`src/rtl/scan_bus_ctrl_pkg.sv`:
```
// Shared types and defaults for the scan-to-bus command sequencer.
package scan_pkg;

  localparam int SCAN_ADDR_W = 20;
  localparam int SCAN_DATA_W = 32;

  typedef enum logic [1:0] {IDLE, REQ, RSP, DONE} scan_ctl_state_t;

  // Plain-vector aliases of the enum so the FSM register stays a raw logic vector
  localparam logic [1:0] S_IDLE = IDLE;
  localparam logic [1:0] S_REQ  = REQ;
  localparam logic [1:0] S_RSP  = RSP;
  localparam logic [1:0] S_DONE = DONE;

  typedef struct packed {
    logic                   we;
    logic [SCAN_ADDR_W-1:0] addr;
    logic [SCAN_DATA_W-1:0] wdata;
  } scan_cmd_t;

  function automatic logic is_legal_cmd(input logic wen, input logic ren);
    return wen ^ ren;
  endfunction

endpackage

```
`src/rtl/scan_bus_ctrl_if.sv`:
```
// Memory/control-register bus seen by the scan sequencer: request channel plus read-response channel.
interface scan_bus_ctrl_if #(
  parameter int ADDR_W = 20,
  parameter int DATA_W = 32
);

  logic              bus_req;
  logic              bus_gnt;
  logic              bus_we;
  logic [ADDR_W-1:0] bus_addr;
  logic [DATA_W-1:0] bus_wdata;
  logic              bus_rvalid;
  logic [DATA_W-1:0] bus_rdata;

  modport master (
    output bus_req, bus_we, bus_addr, bus_wdata,
    input  bus_gnt, bus_rvalid, bus_rdata
  );

  modport slave (
    input  bus_req, bus_we, bus_addr, bus_wdata,
    output bus_gnt, bus_rvalid, bus_rdata
  );

endinterface

```
`src/rtl/sync_toggle_det.sv`:
```
// Synchronizes an asynchronous toggle strobe and pulses tgl for one cycle per level change.
module sync_toggle_det #(
  parameter int SYNC_STG = 2
) (
  input  logic clk,
  input  logic rst_n,
  input  logic async_in,
  output logic tgl
);

  logic [SYNC_STG-1:0] sync_q;
  logic                id_prev;

  always_ff @(posedge clk or negedge rst_n) begin
    if (!rst_n) begin
      sync_q  <= '0;
      id_prev <= 1'b0;
    end else begin
      sync_q  <= {sync_q[SYNC_STG-2:0], async_in};
      id_prev <= sync_q[SYNC_STG-1];
    end
  end

  assign tgl = sync_q[SYNC_STG-1] ^ id_prev;

endmodule

```
`src/rtl/scan_bus_ctrl.sv`:
```
// Turns each scan_id toggle into one bus transaction and returns read data / status to the scan chain.
module scan_bus_ctrl
  import scan_pkg::*;
#(
  parameter int ADDR_W   = SCAN_ADDR_W,
  parameter int DATA_W   = SCAN_DATA_W,
  parameter int TIMEOUT  = 16,
  parameter int SYNC_STG = 2
) (
  input  logic              clk,
  input  logic              rst_n,
  input  logic              scan_id,
  input  logic              scan_wen,
  input  logic              scan_ren,
  input  logic [ADDR_W-1:0] scan_addr,
  input  logic [DATA_W-1:0] scan_wdata,
  output logic [DATA_W-1:0] scan_rdata,
  output logic              scan_ready,
  output logic              scan_err,
  scan_bus_ctrl_if.master   bus,
  output logic              busy
);

  localparam int TCNT_W = $clog2(TIMEOUT + 1);

  logic [1:0]        state;
  logic [TCNT_W-1:0] tcnt;
  logic              tmo;
  logic              tgl;
  logic              cmd_we;
  logic [ADDR_W-1:0] cmd_addr;
  logic [DATA_W-1:0] cmd_wdata;

  sync_toggle_det #(.SYNC_STG(SYNC_STG)) u_sync (
    .clk      (clk),
    .rst_n    (rst_n),
    .async_in (scan_id),
    .tgl      (tgl)
  );

  assign tmo = (tcnt == TCNT_W'(TIMEOUT - 1));

  // Result registers hold their value until the next accepted toggle so the chain can capture at leisure
  always_ff @(posedge clk or negedge rst_n) begin
    if (!rst_n) begin
      state      <= S_IDLE;
      tcnt       <= '0;
      cmd_we     <= 1'b0;
      cmd_addr   <= '0;
      cmd_wdata  <= '0;
      scan_ready <= 1'b0;
      scan_err   <= 1'b0;
      scan_rdata <= '0;
    end else begin
      if (tgl && (state != S_IDLE))
        scan_err <= 1'b1;
      case (state)
        S_IDLE: begin
          if (tgl) begin
            scan_ready <= 1'b0;
            scan_err   <= 1'b0;
            scan_rdata <= '0;
            cmd_we     <= scan_wen;
            cmd_addr   <= scan_addr;
            cmd_wdata  <= scan_wdata;
            if (is_legal_cmd(scan_wen, scan_ren)) begin
              state <= S_REQ;
              tcnt  <= '0;
            end else begin
              scan_err   <= 1'b1;
              scan_ready <= 1'b1;
            end
          end
        end
        S_REQ: begin
          if (bus.bus_gnt) begin
            if (cmd_we) begin
              state <= S_DONE;
            end else if (bus.bus_rvalid) begin
              scan_rdata <= bus.bus_rdata;
              state      <= S_DONE;
            end else begin
              state <= S_RSP;
              tcnt  <= '0;
            end
          end else if (tmo) begin
            scan_err   <= 1'b1;
            scan_rdata <= '0;
            state      <= S_DONE;
          end else begin
            tcnt <= tcnt + TCNT_W'(1);
          end
        end
        S_RSP: begin
          if (bus.bus_rvalid) begin
            scan_rdata <= bus.bus_rdata;
            state      <= S_DONE;
          end else if (tmo) begin
            scan_err   <= 1'b1;
            scan_rdata <= '0;
            state      <= S_DONE;
          end else begin
            tcnt <= tcnt + TCNT_W'(1);
          end
        end
        default: begin
          scan_ready <= 1'b1;
          state      <= S_IDLE;
        end
      endcase
    end
  end

  assign bus.bus_req   = (state == S_REQ);
  assign bus.bus_we    = cmd_we;
  assign bus.bus_addr  = cmd_addr;
  assign bus.bus_wdata = cmd_wdata;
  assign busy          = (state != S_IDLE);

endmodule

```
`src/flat_wrapper.sv`:
```
// flat-port wrapper written by rule: the top's interface ports become plain ports
module scan_bus_ctrl_flat import scan_pkg::*;
#(
  parameter int ADDR_W   = SCAN_ADDR_W,
  parameter int DATA_W   = SCAN_DATA_W,
  parameter int TIMEOUT  = 16,
  parameter int SYNC_STG = 2
)
  (clk, rst_n, scan_id, scan_wen, scan_ren, scan_addr, scan_wdata, scan_rdata, scan_ready, scan_err, busy, bus_bus_req, bus_bus_we, bus_bus_addr, bus_bus_wdata, bus_bus_gnt, bus_bus_rvalid, bus_bus_rdata);
  scan_bus_ctrl_if #(.ADDR_W(ADDR_W), .DATA_W(DATA_W)) bus_i ();
  input  logic clk;
  input  logic rst_n;
  input  logic scan_id;
  input  logic scan_wen;
  input  logic scan_ren;
  input  logic [ADDR_W-1:0] scan_addr;
  input  logic [DATA_W-1:0] scan_wdata;
  output logic [DATA_W-1:0] scan_rdata;
  output logic scan_ready;
  output logic scan_err;
  output logic busy;
  output wire logic [$bits(bus_i.bus_req)-1:0] bus_bus_req;
  output wire logic [$bits(bus_i.bus_we)-1:0] bus_bus_we;
  output wire logic [$bits(bus_i.bus_addr)-1:0] bus_bus_addr;
  output wire logic [$bits(bus_i.bus_wdata)-1:0] bus_bus_wdata;
  input wire logic [$bits(bus_i.bus_gnt)-1:0] bus_bus_gnt;
  input wire logic [$bits(bus_i.bus_rvalid)-1:0] bus_bus_rvalid;
  input wire logic [$bits(bus_i.bus_rdata)-1:0] bus_bus_rdata;
  assign bus_bus_req = bus_i.bus_req;
  assign bus_bus_we = bus_i.bus_we;
  assign bus_bus_addr = bus_i.bus_addr;
  assign bus_bus_wdata = bus_i.bus_wdata;
  assign bus_i.bus_gnt = bus_bus_gnt;
  assign bus_i.bus_rvalid = bus_bus_rvalid;
  assign bus_i.bus_rdata = bus_bus_rdata;
  scan_bus_ctrl #(.ADDR_W(ADDR_W), .DATA_W(DATA_W), .TIMEOUT(TIMEOUT), .SYNC_STG(SYNC_STG)) u_core (.clk(clk), .rst_n(rst_n), .scan_id(scan_id), .scan_wen(scan_wen), .scan_ren(scan_ren), .scan_addr(scan_addr), .scan_wdata(scan_wdata), .scan_rdata(scan_rdata), .scan_ready(scan_ready), .scan_err(scan_err), .bus(bus_i), .busy(busy));
endmodule
```
`config.mk`:
```
export PLATFORM = sky130hd
export DESIGN_NAME = scan_bus_ctrl_flat
export DESIGN_NICKNAME = d
export VERILOG_FILES = /design/src/rtl/scan_bus_ctrl_pkg.sv /design/src/rtl/scan_bus_ctrl_if.sv /design/src/rtl/sync_toggle_det.sv /design/src/rtl/scan_bus_ctrl.sv /design/src/flat_wrapper.sv
export SDC_FILE = /design/constraint.sdc
export NUM_CORES = 1
export LEC_CHECK = 0
export CELL_PAD_IN_SITES_DETAIL_PLACEMENT = 1
export CELL_PAD_IN_SITES_GLOBAL_PLACEMENT = 1
export CORE_ASPECT_RATIO = 0.8
export CORE_MARGIN = 2
export CORE_UTILIZATION = 29
export DETAILED_ROUTE_END_ITERATION = 6
export PLACE_DENSITY_LB_ADDON = 0.1
export SYNTH_ARGS = -nofsm -noshare
export SYNTH_HDL_FRONTEND = slang
export SYNTH_SLANG_ARGS = --single-unit
```
`constraint.sdc`:
```
create_clock -name clk -period 1.8 [get_ports clk]
set_input_delay 0.36 -clock clk [delete_from_list [all_inputs] [get_ports clk]]
set_output_delay 0.36 -clock clk [all_outputs]
set_load 0.02 [all_outputs]
```
==> Word-level counts from Yosys, hierarchy flattened <==
Cells that the tools add are included.
{ "totals": {"regBits": 97, "in_bits": 91} }
{ "classes": {"addsub": 1, "eq_ne": 9, "n_mux": 32, "n_bitwise": 3, "reduce_logical": 10} }
{ "op_table": {"columns": ["op", "n"], "rows": [
  ["two-way mux 32 bit", 6],
  ["case mux 32 bit (3 select lines)", 1],
  ["two-way mux 5 bit", 7],
  ["case mux 5 bit (3 select lines)", 1],
  ["two-way mux 2 bit", 6],
  ["two-way mux 1 bit", 8],
  ["!= test 3 bit, second input constant", 2],
  ["case mux 2 bit (3 select lines)", 1],
  ["AND reduction 2 bit", 3],
  ["AND reduction 6 bit", 1],
  ["adder 5 x 1 -> 5 bit, second input constant", 1],
  ["equality test 5 x 4 -> 1 bit, second input constant", 1],
  ["!= test 2 x 1 -> 1 bit, second input constant", 2],
  ["AND reduction 4 bit", 1],
  ["!= test 3 x 2 -> 1 bit, second input constant", 1],
  ["case mux 1 bit (3 select lines)", 1],
  ["nonzero test 3 bit", 1],
  ["equality test 2 x 1 -> 1 bit, second input constant", 1],
  ["equality test 2 bit, second input constant", 1],
  ["logical NOT 2 bit", 1],
  ["!= test 2 bit, second input constant", 1],
  ["case mux 1 bit (2 select lines)", 1],
  ["nonzero test 2 bit", 1],
  ["OR reduction 2 bit", 1],
  ["3 further kinds", 4]
]} }

==> Depth between registers and ports, before layout <==
{ "depth": {"ltp_word": 6, "ltp_mapped": 8, "depth_no_buf": 6} }

==> Modules after synthesis <==
Synthesis repeated with hierarchy kept, for this count alone.
{ "unflattened": {"cells_unflattened": 270, "hier_area_um2": 3938.8} }
{ "modules_own_cells": {"columns": ["module", "n_inst", "cells_per_inst", "area_per_inst_um2"], "rows": [
  ["scan_bus_ctrl", 1, 266, 3854.9],
  ["sync_toggle_det", 1, 4, 83.8]
]} }

==> Least setup slack after synthesis <==
No wires, ideal clock.
{ "synth_path": {"path_type": "flip-flop to flip-flop", "from": "reg u_core.state[1]", "to": "reg u_core.scan_rdata[10]", "setup_time_ps": 66, "arrival_time_ps": 1774, "setup_slack_ps": -40, "path_stages_with_launch": 8, "period_less_slack_ps": 1840, "cell_sequence": "dfrtp_1 -> inv_1 -> ha_1 -> and2b_1 -> o21ai_1 -> o211ai_1 -> buf_2 -> a22o_1"} }
{ "synth_between": {"elab_chain_len": 3, "word_cells_on_any_way": 9, "classes_between": "5 x eq/ne; 1 x mux; 3 x reduce/logical"} }
{ "synth_lines": {"columns": ["item", "line_no", "source"], "rows": [
  ["from (decl)", "scan_bus_ctrl.sv:26", "logic [1:0] state;"],
  ["from (signal assigned)", "scan_bus_ctrl.sv:46", "state <= S_IDLE;"],
  ["from (signal assigned)", "scan_bus_ctrl.sv:67", "state <= S_REQ;"],
  ["from (signal assigned)", "scan_bus_ctrl.sv:78", "state <= S_DONE;"],
  ["equality test 2 x 1 -> 1 bit *", null, null],
  ["via bus_bus_req", "flat_wrapper.sv:22", "output wire logic [$bits(bus_i.bus_req)-1:0] bus_bus_req;"],
  ["!= test 3 bit (no line), or another cell as far along", null, null],
  ["AND reduction 4 bit (no line)", null, null],
  ["to (signal assigned)", "scan_bus_ctrl.sv:80", "scan_rdata <= bus.bus_rdata;"],
  ["to (signal assigned)", "scan_bus_ctrl.sv:96", "scan_rdata <= bus.bus_rdata;"],
  ["to (decl)", "scan_bus_ctrl.sv:17", "output logic [DATA_W-1:0] scan_rdata,"]
]} }
The timed path passes the listed nets; every way through them passes the cells marked *.
A chain may end at the register's enable or synchronous reset.

==> Worst setup path in the final report <==
{ "layout_path": {"from": "reg u_core.state[0]", "to": "reg u_core.tcnt[0]"} }
{ "layout_between": {"elab_chain_len": 3, "word_cells_on_any_way": 11, "classes_between": "7 x eq/ne; 1 x mux; 3 x reduce/logical"} }
{ "layout_lines": {"columns": ["item", "line_no", "source"], "rows": [
  ["equality test 2 x 1 -> 1 bit, or another cell as far along", "scan_bus_ctrl.sv:57", "case (state)"],
  ["!= test 3 bit (no line), or another cell as far along", null, null],
  ["AND reduction 6 bit (no line)", null, null],
  ["to (signal assigned)", "scan_bus_ctrl.sv:91", "tcnt <= tcnt + TCNT_W'(1);"],
  ["to (signal assigned)", "scan_bus_ctrl.sv:103", "tcnt <= tcnt + TCNT_W'(1);"],
  ["to (decl)", "scan_bus_ctrl.sv:27", "logic [TCNT_W-1:0] tcnt;"]
]} }
Parallel ways exist; a longest one is shown, timed or not.

==> flow_summary.toml <==
[route]
detailedRoute.firstIterationViolations = 80
drt.antenna.violating_nets = 0
vias_per_cell = 4.66
detail_route.wirelength_mm = 11.0
routed_length_per_placed_instance_um = 17.1
drt-pass1-iter-count = 4
route.detailed.drc = 0
num_vias = 2998

[synthesis]
top_cells_by_area_in_the_synthesized_netlist = "dfrtp_1 63%, mux2_2 13%, a22o_1 7.4%"
syn_area_per_cell_um2 = 14.9
synth_nets = 358
fraction_of_the_yosys_area_taken_by_sequential_cells_pct = 62.5
yosysUniqueCellTypes = 39
yosysWarningCount = 0
synth_seq_cells = 97
post_synth_instance_area_um2 = 3880
post_synth_inst_count = 261
synth_top_area_cell = "dfrtp_1"
yosysTopAreaCellShare_pct = 62.5

[layout]
final.fill_count = 1329
layout.nets = 561
fraction_of_final_layout_cells_with_drive_strength_greater_than_1_pct = 21.5
layoutNonFillerInstCount = 644
post-route-cell-area_um2 = 6480
syn_to_final_growth_pct = 67.1
diodes = 0

[placed_design]
port_buffers = 179
placed_cells = 621
hpwlAfterDp_mm = 7.97
preCtsSetupSlack_ns = -0.243
post_dp_cell_area_um2 = 6010
gpl.final_weighted_congestion = 0.733

[sta]
timing_max_transition_violations_final = 0
final-setup-viol-count = 1
period_minus_slack_ns = 1.80
unrepaired_setup_endpoints_after_global_routing = "yes"
layout_setup_ws_ns = -0.00106
post-route-period-util_pct = 100
timing.final.hold_violations = 0
worstMarginPinSlew_ns = 0.494
timing.slew.headroom_pct = 67.1
maxClockFrequency_ghz = 0.555
timing.clock.skew_ns = 0.00762

[die]
die_area_um2 = 14300
floorplan.core_area_um2 = 13000
floorplan.initialDensity_pct = 29.9
floorplan.io_pins = 180
die-width_um = 133
fp.dieH_um = 107
number_of_standard_cell_rows_in_the_floorplan = 37

[worst_hold_path]
timing.hold.worst.start = "u_core.u_sync.sync_q[0]"
min_to = "u_core.u_sync.sync_q[1]"
worst_hold_path_type = "flop to flop"
worstHoldPathCells = 0

[cts]
clk_root_buffer_cell = "clkbuf_16"
cts_buffer_depth = 2
clock_tree.htree_level_count = 3
clock_tree_from_tritoncts = "done"
path_clk_slew_ns = 0.07
insertion_delay_ns = 0.33
cts-buffers-inserted = 9
clock_sink_count = 97

[worst_setup_path]
critical_path.max_fanout = 6
setup.worst_path.start_class = "flop"
timing.rr.start = "u_core.state[0]"
setup.worst_path.class = "flop to flop"
critPathLaunch = "u_core.state[0]"
r2r_slack_ns = -0.001
worst_setup_end_kind = "flop"
worst_ep_arrival_time_ns = 2.02
timing.rr.end = "u_core.tcnt[0]"
critical_path_required_ns = 2.02
r2r_cells = 7

[global_routing]
wire_length_of_the_first_global_routing_pass_mm = 17.6
grt_antenna_before_repair = 0
grtUsageTotal_pct = 15.8
grt-ovfl-total = 0
first_global_vias = 3289
grt_start_max_net_pins = 38

[pwr]
static-leakage-power_nw = 2.76
power.ir.vdd_worst_mv = 0.756
power-per-cell-area_nw_per_um2 = 1750

[run_status]
status = "finished with violations"
violations_in_the_final_reports = "negative setup slack"

[flow_run]
cap_viol_max_count = 0
synthesized netlist by cell type (all sizes together):
master and number:
dfrtp 97, mux2 54, a22o 33, buf 12, o21ai 7, ha 6, a21oi 5, inv 5
nand2 5, nand3 4, o211ai 3, a211oi 2, a21o 2, a22oi 2, a31oi 2, and3 2
and4b 2, clkbuf 2, nor2b 2, xnor2 2, a211o 1, a21boi 1, a221oi 1, and2 1
and2b 1, nor3 1, nor4bb 1, o21a 1, o21bai 1, o31ai 1, or3 1, xor2 1
logic make-up (layout without fill, tap and decap cells):
| group | count (synthesis) | in the layout | synth area share [%] |
|---|---|---|---|
| AO/OA/AOI/OAI | 62 | 62 | 12.5 |
| XOR/XNOR | 3 | 3 | 0.677 |
| adder cells (fa/ha/maj) | 6 | 6 | 1.93 |
| buffers and inverters | 19 | 227 | 3.55 |
| flip-flops | 97 | 97 | 62.5 |
| multiplexers | 54 | 54 | 15.7 |
| AND/OR/NAND/NOR | 20 | 20 | 3.13 |
cell type report:
cell class | count | area, um^2 | share of cell area (%)
Clock buffer | 10 | 229 | 3.53
Timing Repair Buffer | 206 | 2120 | 32.6
Tap cell | 175 | 219 | 3.38
Multi-Input combinational cell | 145 | 1380 | 21.3
Inverter | 5 | 18.8 | 0.289
Sequential cell | 97 | 2430 | 37.4
Clock inverter | 6 | 91.3 | 1.41
worst max-delay path, stage by stage, from the launching register on:
cell      delay [ns]
dfrtp_1         0.40
buf_6           0.13
ha_4            0.17
a21o_1          0.18
buf_4           0.15
a211oi_4        0.27
nand3_2         0.12
mux2_4          0.27
power breakdown:
group | switching, mW | leakage [nW] | internal, mW
registers | 0.473 | 1.21 | 3.05
logic | 2.73 | 1.40 | 3.06
clock network | 0.834 | 0.151 | 1.23
total | 4.04 | 2.76 | 7.34
what timing repair did:
item                                    4_1_cts  5_1_grt
endpoints found under the setup margin       35       39
hold buffers                                  1        0
setup buffers                                 3        1
pin swaps                                     4        1
gates cloned                                  1        1
gates resized for setup                      11       10
hold endpoints to repair                     13        0
metal layers:
| layer | routed length, um | up-vias | GRT usage, % | share of wire, % |
|---|---|---|---|---|
| met1 | 4720 | 1514 | 19.6 | 43 |
| met2 | 5310 | 110 | 26.0 | 48 |
| met3 | 933 | 6 | 6.45 | 8.5 |
| li1 | - | 1368 | - | - |
| met5 | 0 | - | 0 | 0 |
| met4 | 66 | 0 | 3.42 | 0.60 |
worst max path at each step:
stage / end / slack, ns / cells after the start
after global routing: u_core.scan_rdata[10] / -0.08 / 8
after global placement: u_core.scan_rdata[12] / -0.20 / 6
final: u_core.tcnt[0] / -0.001 / 7
after floorplan: u_core.scan_rdata[10] / 0.06 / 7
after detailed placement: u_core.scan_rdata[11] / -0.24 / 6
after CTS: bus_bus_we / 0.003 / 1
state kept, by name, indices dropped and copies added (netlist names):
register	flops
u_core.state	2
u_core.u_sync.sync_q	2
u_core.bus.bus_wdata	32
u_core.bus.bus_addr	20
u_core.bus.bus_we	1
u_core.scan_ready	1
u_core.u_sync.id_prev	1
u_core.scan_rdata	32
u_core.scan_err	1
u_core.tcnt	5
placed cells by master (no fill, tap or decap), drive strengths merged, types with 3 or more instances in the layout:
cell type        n
a21oi            5
a22o            33
buf             26
clkbuf          11
clkdlybuf4s50  175
dfrtp           97
ha               6
inv              6
mux2            54
nand2            5
nand3            4
o211ai           3
o21ai            7
metrics by stage:
step                util, %  total power, mW  TNS [ns]  hold slack [ns]
floorplan                 -             6.39         0           0.0644
global placement       46.4             9.07     -6.91            0.334
detailed placement     46.4             9.18     -7.93            0.337
CTS                    49.5             11.5         0            0.353
global route           50.0             12.1     -1.97            0.360
finish                 50.0             11.4  -0.00106            0.356
Note: power is estimated with default switching activity, not from simulation.
==> variant (same flow settings) <==
Make the reset (`rst_n`) synchronous in 2 clocked blocks. Comments in the files are not updated.
--- a/src/rtl/sync_toggle_det.sv
+++ b/src/rtl/sync_toggle_det.sv
@@ -11,7 +11,7 @@
   logic [SYNC_STG-1:0] sync_q;
   logic                id_prev;
 
-  always_ff @(posedge clk or negedge rst_n) begin
+  always_ff @(posedge clk) begin
     if (!rst_n) begin
       sync_q  <= '0;
       id_prev <= 1'b0;
--- a/src/rtl/scan_bus_ctrl.sv
+++ b/src/rtl/scan_bus_ctrl.sv
@@ -41,7 +41,7 @@
   assign tmo = (tcnt == TCNT_W'(TIMEOUT - 1));
 
   // Result registers hold their value until the next accepted toggle so the chain can capture at leisure
-  always_ff @(posedge clk or negedge rst_n) begin
+  always_ff @(posedge clk) begin
     if (!rst_n) begin
       state      <= S_IDLE;
       tcnt       <= '0;
Check against the original RTL: differs if rst_n is asserted again (counterexample within 4 cycles, from zero or initial values and one cycle with rst_n low); with rst_n held inactive, the same outputs for 4 cycles.
==> variant against the original RTL <==
- critical path depth up 1
- synthesized cell count increased by 50%
- final area down 1.2%
- global-route usage is 2.3 points higher
- synthesized area shrank 4.1%
- routed wire length is 14% higher
- sequential cell count unchanged
- highest routed layer unchanged
- the flow still finishes with violations (negative setup slack)
- worst setup slack got worse by 3.6 ps
Power is not compared: it rests on default switching activity, and its combinational part moved more than twofold at a synthesized area within 25%.
==> variant: results (changes against the original RTL) <==
# setup viols final: 3 (+2)
routing usage on met2: 30.0% (+4.0 points)
outcome: complete, but fails checks
Tot GR Track Use: 18.1% (+2.3 points)
syn_area_per_cell: 9.52 µm² (-36%)
dpl cell area: 5930 µm² (-1.4%)
CP delay by family, top: buffers and inverters
synth top area cells: dfxtp_1, a21boi_0, nand2_1, a22o_1, buf_2
failing checks: negative setup slack
register area share after synthesis: 52.2% (-10 points)
ys flop type: dfxtp_1
Reg2Reg Launch Point: u_core.state[0]
Distinct cells, synth: 44 (+13%)
CP max stage cell: clkdlybuf4s50_1
Layout fillers: 1392 (+4.7%)
CP startpoint: bus_bus_rvalid
async set-reset flop share out of synthesis: 0% (-100 points)
final setup margin: -4.68 ps (-3.62 ps)
FF-to-FF End: u_core.scan_rdata[18]
hold_ws: 377 ps (+21.8 ps)
largest net degree at the start of global routing: 34 (-11%)
met1 Usage GRT: 23.6% (+4.0 points)
worst hold path type: in2reg
most frequent cells after synthesis: nand2_1, dfxtp_1, a21boi_0, a22o_1, buf_2
layout cells sized above 1: 13.7% (-7.9 points)
data arrival time of the worst path: 2040 ps (+20 ps)
Adder-Cell Fraction of Synth Area: 2.02% (+0.083 points)
Detailed Place HPWL: 8970 µm (+13%)
met2 wire len: 5980 µm (+13%)
==> variant: cell count changes in the layout (fill, tap and decap cells not counted), moves of 3 or more <==
| cell | unedited run | this run |
|---|---|---|
| mux2_1 | 10 | 0 |
| nand2_1 | 4 | 110 |
| buf_4 | 17 | 30 |
| dfxtp_1 | 0 | 96 |
| and2_1 | 1 | 4 |
| mux2_2 | 43 | 0 |
| a21boi_0 | 1 | 55 |
| nand3_1 | 3 | 0 |
| dfrtp_1 | 96 | 0 |
==> variant: area by class of cell <==
cell class              count  area (µm²)  share of cell area, %
well taps                 171         214                   3.34
repair buffers            219        2190                   34.2
clock inverters             7        73.8                   1.15
flip-flops and latches     97        1940                   30.3
clock buffers               9         225                   3.51
multi-input cells         262        1740                   27.1
inverters                   6        22.5                  0.351
==> variant: repair_timing <==
action / in CTS / in global routing
buffers inserted: 6 / 0
pin swaps: 3 / 18
endpoints found under the setup margin: 26 / 39
cloned: 2 / 0
hold endpoints to repair: 0 / 0
resized for setup: 12 / 18
